### config.mk
export PLATFORM = sky130hd
export DESIGN_NAME = rf_wb_arbiter
export DESIGN_NICKNAME = d
export VERILOG_FILES = /design/src/rtl/rf_wb_arbiter.sv
export SDC_FILE = /design/constraint.sdc
export NUM_CORES = 1
export LEC_CHECK = 0
export CAP_MARGIN = 10
export CORE_UTILIZATION = 45
export DETAILED_ROUTE_END_ITERATION = 8
export GPL_TIMING_DRIVEN = 1
export MAX_ROUTING_LAYER = met4
export PLACE_DENSITY = 0.85
export SYNTH_ARGS = -nofsm -noshare
export SYNTH_HDL_FRONTEND = slang
export SYNTH_SLANG_ARGS = --single-unit
### constraint.sdc
create_clock -name clk -period 5 [get_ports clk]
set_input_delay 1.5 -clock clk [delete_from_list [all_inputs] [get_ports clk]]
set_output_delay 1.5 -clock clk [all_outputs]
set_load 0.01 [all_outputs]
### src/rtl/rf_wb_arbiter.sv
// Round-robin arbiter for the shared regfile write port
// plus the per-register busy scoreboard used by decode.
module rf_wb_arbiter #(
  parameter int unsigned W       = 31,
  parameter bit          RR_INIT = 1'b0
) (
  input  logic         clk,
  input  logic         rst,
  input  logic         src0_valid,
  output logic         src0_ready,
  input  logic [4:0]   src0_addr,
  input  logic [W:0]   src0_data,
  input  logic         src1_valid,
  output logic         src1_ready,
  input  logic [4:0]   src1_addr,
  input  logic [W:0]   src1_data,
  input  logic         sb_set_en,
  input  logic [4:0]   sb_set_addr,
  input  logic [4:0]   q_addr1,
  input  logic [4:0]   q_addr2,
  output logic         q_busy1,
  output logic         q_busy2,
  output logic         rf_wen,
  output logic [4:0]   rf_wadd,
  output logic [W:0]   rf_wdata,
  output logic [31:0]  busy_vec
);

  logic        ptr_q, ptr_d;
  logic        wen_q, wen_d;
  logic [4:0]  wadd_q, wadd_d;
  logic [W:0]  wdata_q, wdata_d;
  logic [31:0] busy_q, busy_d;
  logic        gnt0, gnt1;

  // Grant: a lone requester always wins; on contention the pointer decides.
  always_comb begin
    gnt0 = src0_valid && (!src1_valid || !ptr_q);
    gnt1 = src1_valid && (!src0_valid || ptr_q);
  end

  assign src0_ready = gnt0;
  assign src1_ready = gnt1;

  // Next state for pointer, write port register and scoreboard.
  always_comb begin
    ptr_d   = ptr_q;
    wen_d   = 1'b0;
    wadd_d  = wadd_q;
    wdata_d = wdata_q;
    busy_d  = busy_q;
    if (gnt0) begin
      ptr_d   = 1'b1;
      wen_d   = (src0_addr != 5'd0);
      wadd_d  = src0_addr;
      wdata_d = src0_data;
    end else if (gnt1) begin
      ptr_d   = 1'b0;
      wen_d   = (src1_addr != 5'd0);
      wadd_d  = src1_addr;
      wdata_d = src1_data;
    end
    // Clear on the regfile write edge; a fresh set overrides it.
    if (wen_q) busy_d[wadd_q] = 1'b0;
    if (sb_set_en) busy_d[sb_set_addr] = 1'b1;
    busy_d[0] = 1'b0;
  end

  // State registers with synchronous reset.
  always_ff @(posedge clk) begin
    if (rst) begin
      ptr_q   <= RR_INIT;
      wen_q   <= 1'b0;
      wadd_q  <= '0;
      wdata_q <= '0;
      busy_q  <= '0;
    end else begin
      ptr_q   <= ptr_d;
      wen_q   <= wen_d;
      wadd_q  <= wadd_d;
      wdata_q <= wdata_d;
      busy_q  <= busy_d;
    end
  end

  assign rf_wen   = wen_q;
  assign rf_wadd  = wadd_q;
  assign rf_wdata = wdata_q;
  assign busy_vec = busy_q;
  assign q_busy1  = busy_q[q_addr1];
  assign q_busy2  = busy_q[q_addr2];

endmodule
* Yosys cells after proc, flatten, opt, wreduce, memory -nomap -nowiden
Cells that the tools add are included. W data, S select, Z words.
Storage, ports and cells: bits in read-only memories 0, memory bits (writable) 0, latch bits 0, word-level logic and storage cells 45, output and inout port bits 74, memories 0, bits in registers 71, input port bits 94
Operators by class: multipliers 0, mux-type cells 18, reduce and logical (&&, ||, !) cells 12, magnitude comparators 6, div/mod/pow operators 0, bitwise operators 3, shift operators 0, equality and inequality tests 0, add/sub/neg operators 0
Operators by type and width (count):
- $mux W32 | 4
- $and A32 B32 Y32 | 1
- $not A32 Y32 | 1
- $or A32 B32 Y32 | 1
- $lt A5 B6 Y1 const B | 4
- $bmux W1 S5 | 2
- $demux W1 S5 | 2
- $ge A5 B1 Y1 const B | 2
- $mux W5 | 2
- $reduce_bool A5 Y1 | 2
- $mux W1 | 8
- $logic_and A1 B1 Y1 | 4
- $logic_not A1 Y1 | 3
- $logic_or A1 B1 Y1 | 2
- $reduce_bool A2 Y1 | 1

* Depth between registers and ports, before layout
Gate-level depths: netlist of the first run.
depth in word-level cells 9, mapped depth 5, gate-level depth less buffers 4

* Worst setup path before layout of the first run
No wires, ideal clock.
path type input-to-output, start point in q_addr1[0], end point out q_busy1, required time 3.500 ns, stages 5, arrival time 2.550 ns, path slack 0.950 ns, buffers on the path 1, path through buf_2 -> mux4_2 -> nand2b_1 -> o211ai_1 -> nand4_1
On the way: cells in the longest elaborated chain, start to end 2
RTL lines:
- start: declaration | line 19 | input logic [4:0] q_addr1,
- $bmux W1 S5 | line 90 | assign q_busy1 = busy_q[q_addr1];
- $mux W1 (not written as such) | line 90
- end: declaration | line 21 | output logic q_busy1,
No other way between the ends. The select of a mux whose other input is x is not followed.

* Worst setup path in the final report of the first run
start point in q_addr1[1], end point out q_busy1
Same word-level chain as after synthesis.

==> metrics.cfg, run 1 <==
[critical_path]
r2r-start = ptr_q
crit_start = q_addr1[1]
cp-end-kind = output pin
cp-start-kind = input pin
critPathKind = input pin to output pin
worstPathMaxFanout = 6
cp.arrival_ns = 3.36
required_ns = 3.50

[die]
design.die.area_mm2 = 0.008316
rows = 32
io_pins = 168
die_h_um = 91.19
fp.coreArea_mm2 = 0.007727
initial_core_util_pct = 46.32
die_width_um = 91.19

[routing]
remaining_drc_errors = 0
totalWireLength_mm = 10.94
viasPerCell = 5.614
num_vias = 3778
ant_nets = 0
drt_first_pass_iters = 5
routedWlPerCell_um = 16.25
drt_iter0_drc = 290

[synth]
syn-num-nets = 506
synth_edf_count = 0
yosys-top-cells-area = dfxtp_1 39%, mux2i_1 15%, a211oi_1 8.4%, a21oi_1 5.3%, nor2_1 4.8%
yosys.area_share.simple_pct = 16.22
async_reset_ff_share_pct = 0
ys_types = 34
synth_top_family_by_area = compound AO/OA/AOI/OAI gates
synthAdderAreaFrac_pct = 0
synth_top_cell_area_share_pct = 39.15
synth-xor-area-share_pct = 0
synth_ff_type = dfxtp_1
synth_mux_area_share_pct = 19.15
yosys_warnings = 0
syn_area_mm2 = 0.003580
yosys.area.top_type = dfxtp_1
synth_seq_area_share_pct = 39.15
avgSynthCellArea_um2 = 8.689
synth-seq-cells = 70
synth_compound_area_share_pct = 20.59
synthCells = 412

[min_path]
min_from = rf_wdata[8]
holdCritPathClass = register to register

[global_routing]
met2_usage_pct = 44.00
busiest_layer = met2
grt_max_degree = 61
groute.layer.met3.usage_pct = 7.119
use_met1_pct = 32.66
grt.total_usage_pct = 27.25
grt_pass1_vias = 3624
grt_pass1_wl_mm = 17.51
antenna_found_initial = 0
grt-ovfl-total = 0

[sta]
rsz0062_at_grt = no
tightest_slew_ns = 1.045
slew_headroom_pct = 30.35
slew_violations = 0
period_share_pct = 97.10
finalHoldViolCount = 0
max_freq_mhz = 206.0
post-route-min-period_ns = 4.855
setup_viol = 0
tns_ns = 0
clock_skew_ns = 0.007682

[placement]
dpl.hpwl_mm = 8.369
gp_congestion = 0.8408
io_buffers = 166

[clock_network]
cts.sinks = 70
tritoncts = built
cts-root-buf = clkbuf_8
cts_resized = 0
insertion_delay_ns = 0.33
cts_made_buffers = 9
clk_pin_slew_ns = 0.07
post_cts_buffers = 0
ctsHoldBuffers = 0
htree_levels = 3
cts.path.max_buffers = 2

[power]
total_leakage_power_nw = 2.090
peakVddDrop_mv = 0.1850
power_density_mw_per_mm2 = 246.3
power_mw = 1.355

[flow_run]
drv_cap = 0

[status]
status = complete, no violations

[finish]
area_growth_pct = 53.69
multi_input_area_mm2 = 0.002014
layout-drive-gt1-share_pct = 5.779
seq_area_mm2 = 0.001401
fill_cells = 568
diodes = 0
nets = 660

## final cells by class
type                    count  share of cell area, %
multi-input cells         307                  36.62
clock inverters             3                 0.7960
flip-flops and latches     70                  25.47
clock buffers              13                  2.706
inverters                   3                 0.2047
well taps                 102                  2.320
repair buffers            175                  31.89
## critical path: stages
cell             delay (ns)
clkdlybuf4s50_1        0.53
buf_4                  0.22
nor2b_1                0.14
a22oi_1                0.18
nand3_1                0.12
nand4_1                0.11
clkdlybuf4s50_1        0.55
## final timing paths
check	to	slack, ns	cells past startpoint
max reg2reg	rf_wadd[2]	3.37	4
min reg2reg	rf_wdata[8]	0.50	2
max	q_busy1	0.14	7
min	rf_wdata[8]	0.50	2
## routing by layer
metal,vias to the layer above,part of all wire (%)
met4,0,1.9
met2,214,48
met1,1723,42
li1,1815,-
met5,-,0
met3,26,8.6
## sequential cells by signal, summed over array words and instances, names as in the netlist
name / cells
busy_vec: 31
ptr_q: 1
rf_wadd: 5
rf_wdata: 32
rf_wen: 1
## cells by family after synthesis
family / after synthesis
AND/OR/NAND/NOR: 124
AO/OA/AOI/OAI: 121
flip-flops: 70
multiplexers: 61
buffers and inverters: 35
other: 1
## cells in the final DEF (no fill, tap or decap), drive strengths merged, types with 3 or more instances in the layout
cell and count:
nand3 10, clkbuf 13, a21oi 38, nor2b 4, a22oi 4, inv 3
and3b 3, mux4 6, nand2 37, clkdlybuf4s50 163, a211oi 40, nand2b 4
nor3b 4, dfxtp 70, nor2 46, nand3b 5, buf 10, mux2i 55
o21ai 33
## metrics by stage
step / hold WS [ns] / setup slack, ns / cells / util [%] / instance area, µm²
6_report: 0.5027 / 0.1449 / 673 / 71.19 / 5502
5_1_grt: 0.5148 / 0.04393 / 673 / 71.19 / 5502
4_1_cts: 0.5030 / 0.007667 / 673 / 71.13 / 5497
3_5_place_dp: 0.4929 / 0.009361 / 657 / 68.64 / 5304
3_3_place_gp: 0.4855 / 0.02641 / 657 / 68.64 / 5304
2_1_floorplan: 0.4793 / 0.9504 / 412 / - / 3580
## cell usage after synthesis (all sizes together) (5+ instances only)
cell / n
dfxtp: 70
mux2i: 55
nor2: 46
a211oi: 40
a21oi: 38
nand2: 37
o21ai: 33
buf: 17
clkbuf: 15
nand3: 10
mux4: 6
nand3b: 5
## report_power, final
part	internal [mW]	leakage, nW	switching, mW
combinational	0.174	1.42	0.125
sequential	0.588	0.575	0.0249
clock	0.245	0.0976	0.199
No activity file was read; power rests on OpenSTA's default activity.
==> run 2, diff against run 1 <==
==> constraint.sdc (replaced) <==
create_clock -name clk -period 6 [get_ports clk]
set_input_delay 1.8 -clock clk [delete_from_list [all_inputs] [get_ports clk]]
set_output_delay 1.8 -clock clk [all_outputs]
set_load 0.01 [all_outputs]
==> run 2 against run 1 <==
  * Routed wire length grew 1.8%
  * Power shrank 19%
  * Non-clock buffer count shrank 5
  * Cell count shrank 1.0%
==> metrics.cfg, run 2 (synthesis gave the netlist of run 1 again) <==
[status]
status = complete, no violations

[sta]
rsz0062_at_grt = no
tightest_slew_ns = 0.9760  ; -0.06874 ns
slew_headroom_pct = 34.79  ; +4.4 points
slew_violations = 0  ; unchanged
period_share_pct = 94.47
setup_viol = 0  ; unchanged
max_freq_mhz = 176.4
clock_skew_ns = 0.007383  ; -0.0002982 ns
post-route-min-period_ns = 5.668
finalHoldViolCount = 0  ; unchanged
tns_ns = 0  ; unchanged

[die]
die_h_um = 91.19  ; unchanged
fp.coreArea_mm2 = 0.007727  ; unchanged
die_width_um = 91.19  ; unchanged
io_pins = 168  ; unchanged
initial_core_util_pct = 46.32  ; unchanged
design.die.area_mm2 = 0.008316  ; unchanged
rows = 32  ; unchanged

[clock_network]
cts.sinks = 70  ; unchanged
ctsHoldBuffers = 0  ; unchanged
cts_made_buffers = 9  ; unchanged
cts-root-buf = clkbuf_8
post_cts_buffers = 0  ; unchanged
tritoncts = built
insertion_delay_ns = 0.33  ; about the same
cts.path.max_buffers = 2  ; unchanged
cts_resized = 0  ; unchanged
clk_pin_slew_ns = 0.07  ; about the same
htree_levels = 3  ; unchanged

[min_path]
holdCritPathClass = register to register

[critical_path]
slowest_stage = clkdlybuf4s50_1
cp-end-kind = output pin
cp_cell_sequence = clkdlybuf4s50_1 -> mux4_2 -> nand2b_1 -> o2111ai_1 -> nand4_1 -> clkdlybuf4s50_1
cp_common_cell = clkdlybuf4s50_1
required_ns = 4.20  ; +0.70 ns
critPathMaxStageDelay_ns = 0.66  ; +0.11 ns
cp.arrival_ns = 3.87  ; +0.51 ns
critPathKind = input pin to output pin
worstPathMaxFanout = 7  ; +1
cp-start-kind = input pin

[power]
p_switching_mw = 0.2857  ; -18%
combPwrFrac_pct = 22.3  ; +0.3 points
power_density_mw_per_mm2 = 202.3  ; -18%
total_leakage_power_nw = 2.032  ; -2.8%
clockPowerShare_pct = 31.0  ; -1.8 points
peakVddDrop_mv = 0.1332  ; -28%
switching_share_pct = 26.08  ; +0.33 points
p_seq_share_pct = 46.7  ; +1.5 points
p_int_mw = 0.8098  ; -20%

[finish]
diodes = 0  ; unchanged
fin_util_pct = 70.08  ; -1.1 points
mostFrequentLayoutCells = 165 x clkdlybuf4s50_1, 70 x dfxtp_1, 55 x mux2i_1
multi_input_area_mm2 = 0.002014  ; unchanged
seq_area_mm2 = 0.001401  ; unchanged
layout-drive-gt1-share_pct = 4.965  ; -0.81 points
largest_register_ffs = 32  ; unchanged
final_common_cell = clkdlybuf4s50_1
area_growth_pct = 51.28
nets = 655  ; -0.76%
fill_cells = 605  ; +6.5%
final_cell_count_no_fill = 666  ; -1.0%

[routing]
drt_first_pass_iters = 5  ; unchanged
num_vias = 3733  ; -1.2%
routedWlPerCell_um = 16.71  ; +2.9%
drt_iter0_drc = 186  ; -36%
remaining_drc_errors = 0  ; unchanged
viasPerCell = 5.605  ; -0.15%
totalWireLength_mm = 11.13  ; +1.8%
ant_nets = 0  ; unchanged

[global_routing]
grt_pass1_vias = 3720  ; +2.6%
antenna_found_initial = 0  ; unchanged
grt_max_degree = 71  ; +16%
grt-ovfl-total = 0  ; unchanged
grt_pass1_wl_mm = 17.73  ; +1.3%
grt.total_usage_pct = 27.98  ; +0.73 points

[placement]
dp.cells = 652  ; -0.76%
dpl.hpwl_mm = 8.262  ; -1.3%
gp_congestion = 0.8590  ; +2.2%
io_buffers = 166  ; unchanged

[flow_run]
drv_cap = 0  ; unchanged

[run 2: cell types whose count changed in the layout (fill, tap and decap cells not counted)]
cell / delta
buf_12: -2
dlymetal6s2s_1: -2
clkdlybuf4s50_1: +2
clkinv_4: -1
bufinv_16: -1
clkbuf_8: +2
buf_4: -3
clkbuf_1: -2
[run 2: worst max-delay path, delay by kind of cell]
family,cells,cell delay [ns]
AND/OR/NAND/NOR,2,0.26
buffers and inverters,2,1.16
multiplexers,1,0.53
AO/OA/AOI/OAI,1,0.11
[run 2: final timing paths]
check               start      endpoint  slack [ns]  depth (start not counted)
max            q_addr2[0]       q_busy2        0.33                          6
min          rf_wdata[28]  rf_wdata[28]        0.50                          2
max reg2reg         ptr_q   rf_wdata[8]        4.38                          4
min reg2reg  rf_wdata[28]  rf_wdata[28]        0.50                          2
[run 2: layer usage]
| metal | up-vias | GRT usage [%] | routed length [µm] |
|---|---|---|---|
| met1 | 1717 | 32.76 | 4640 |
| li1 | 1795 | - | - |
| met3 | 25 | 6.030 | 916 |
| met2 | 196 | 46.21 | 5302 |
| met4 | 0 | 12.30 | 270 |
| met5 | - | - | 0 |
[run 2: through the flow]
stage	setup WS, ns	hold slack, ns	total power, mW	area (µm²)
after global routing	0.2190	0.5270	1.144	5415
after global placement	0.3576	0.4857	0.7582	5241
after detailed placement	0.3291	0.4899	0.7645	5241
after floorplan	1.350	0.4793	0.6273	3580
after CTS	0.3245	0.4991	1.102	5415
final	0.3319	0.4984	1.096	5415
[run 2: cell type report]
type	count	share of cell area, %
flip-flops and latches	70	25.88
repair buffers	170	31.15
clock inverters	1	0.09242
inverters	3	0.2079
clock buffers	13	3.119
well taps	102	2.357
multi-input cells	307	37.20
[run 2: power groups by stage]
stage	Clock, mW	Combinational (mW)	Sequential (mW)
6_report	0.340	0.245	0.511
5_1_grt	0.367	0.263	0.514
4_1_cts	0.346	0.245	0.511
3_5_place_dp	0	0.244	0.521
3_3_place_gp	0	0.239	0.519
2_1_floorplan	0	0.102	0.525
==> run 3, diff against run 2 <==
--- a/config.mk
+++ b/config.mk
@@ -7,10 +7,11 @@
 export LEC_CHECK = 0
 export CAP_MARGIN = 10
 export CORE_UTILIZATION = 45
+export CTS_CLUSTER_SIZE = 10
 export DETAILED_ROUTE_END_ITERATION = 8
-export GPL_TIMING_DRIVEN = 1
 export MAX_ROUTING_LAYER = met4
 export PLACE_DENSITY = 0.85
+export SKIP_CTS_REPAIR_TIMING = 1
 export SYNTH_ARGS = -nofsm -noshare
 export SYNTH_HDL_FRONTEND = slang
 export SYNTH_SLANG_ARGS = --single-unit
==> results of run 3 <==
Final layout, timing and power as in run 2 (identical DEF).
==> patch, RTL diff (config.mk and constraints of run 1) <==
Set the parameter `RR_INIT` to 1'b1 (it was 1'b0).
--- a/src/rtl/rf_wb_arbiter.sv
+++ b/src/rtl/rf_wb_arbiter.sv
@@ -4,3 +4,3 @@
   parameter int unsigned W       = 31,
-  parameter bit          RR_INIT = 1'b0
+  parameter bit          RR_INIT = 1'b1
 ) (
Formal check against the unedited RTL: not equivalent (a bounded check fails within 4 cycles, from zero or initial values and one cycle with rst high).
==> patch against run 1 <==
Routed wire length increased by 9.3%; synthesized area is essentially flat; worst setup slack worse by 0.00065 ns; total power is 1.1% higher; sequential power about the same; sequential cell count unchanged; critical path depth unchanged; worst hold slack got worse by 0.017 ns; cell area is 0.27% lower; largest cell class unchanged.
==> patch: results (changes against run 1) <==
status: complete, no violations (unchanged)
DRT iter0 DRCs: 291 (was 290)
switching share of power: 28.1% (was 25.8%)
dpl cells: 702 (was 657)
worst vdd ir: 0.000165 V (was 0.000185 V)
vias in the first global route: 4116 (was 3624)
post-synthesis sequential area ratio: 39.2% (was 39.1%)
RR Startpoint: ptr_q (unchanged)
Layout Nets: 705 (was 660)
gpl congestion: 0.884 (was 0.841)
gr usage total: 30.2% (was 27.2%)
first-pass GRT wire length: 19.6 mm (was 17.5 mm)
Post-Synthesis Cells: 456 (was 412)
share of layout cells above drive strength 1: 6.98% (was 5.78%)
Detailed Place HPWL: 8.71 mm (was 8.37 mm)
pre-CTS WS: -0.0163 ns (was 0.00936 ns)
final cell count without fillers: 718 (was 673)
Post-CTS Resized: 2 (was 0)
Fill cells: 611 (was 568)
final WL: 12.0 mm (was 10.9 mm)
Worst-Margin Slew: 1.03 ns (was 1.04 ns)
Hold EP: rf_wdata[25] (was rf_wdata[8])
Hold WS: 0.486 ns (was 0.503 ns)
origin of the worst min-delay path: rf_wdata[25] (was rf_wdata[8])
largest net degree at the start of global routing: 72 (was 61)
skew final: 0.00658 ns (was 0.00768 ns)
worst hold path depth: 2 (unchanged)
register share of total power: 44.9% (was 45.2%)
Area contributors post-synth: dfxtp_1, nand2_1, a311oi_1 (was dfxtp_1, mux2i_1, a211oi_1)
syn_nets: 550 (was 506)
RR Endpoint: rf_wdata[9] (was rf_wadd[2])
Clk Latency, worst-skew pair: 0.36 ns (was 0.33 ns)
Via density: 5.75 (was 5.61)
Post-synth top cells: nand2_1, dfxtp_1, nor2_1 (was dfxtp_1, mux2i_1, nor2_1)
-- patch: worst max path at each step --
stage / slack, ns / startpoint / endpoint / depth (start not counted)
after floorplan: 0.95 / q_addr1[0] / q_busy1 / 5
after global placement: 0.02 / q_addr2[0] / q_busy2 / 6
after detailed placement: -0.02 / q_addr2[0] / q_busy2 / 6
after CTS: 0.17 / q_addr2[1] / q_busy2 / 7
after global routing: 0.02 / q_addr2[1] / q_busy2 / 7
final: 0.14 / q_addr1[1] / q_busy1 / 7
-- patch: cell type report --
| cell class | instances | area, um2 | share of cell area [%] |
|---|---|---|---|
| Clock inverter | 6 | 62.6 | 1.14 |
| Sequential cell | 70 | 1400 | 25.5 |
| Clock buffer | 10 | 128 | 2.33 |
| Multi-Input combinational cell | 344 | 1980 | 36.1 |
| Timing Repair Buffer | 178 | 1760 | 32.0 |
| Inverter | 8 | 30.0 | 0.547 |
| Tap cell | 102 | 128 | 2.33 |
-- patch: cell families after synthesis --
kind of cell / Yosys count / synth area share [%]
other cells: 1 / 0.105
flops: 70 / 39.2
simple gates: 193 / 23.5
mux: 24 / 8.81
buf+inv: 42 / 5.46
compound gates: 126 / 22.9
-- patch: layer usage --
layer	share of wire [%]	GRT usage (%)	vias up	wire length, um
li1	-	-	1943	-
met2	48	50.5	227	5720
met5	0	-	-	0
met4	2.1	12.8	0	252
met3	9.1	5.95	26	1080
met1	41	35.4	1930	4900
-- patch: metrics by stage --
step | power, mW | cell area [um2] | util, %
3_5_place_dp | 0.931 | 5300 | 68.6
5_1_grt | 1.43 | 5490 | 71.0
2_1_floorplan | 0.755 | 3580 | -
3_3_place_gp | 0.923 | 5300 | 68.6
6_report | 1.37 | 5490 | 71.0
4_1_cts | 1.37 | 5490 | 71.0
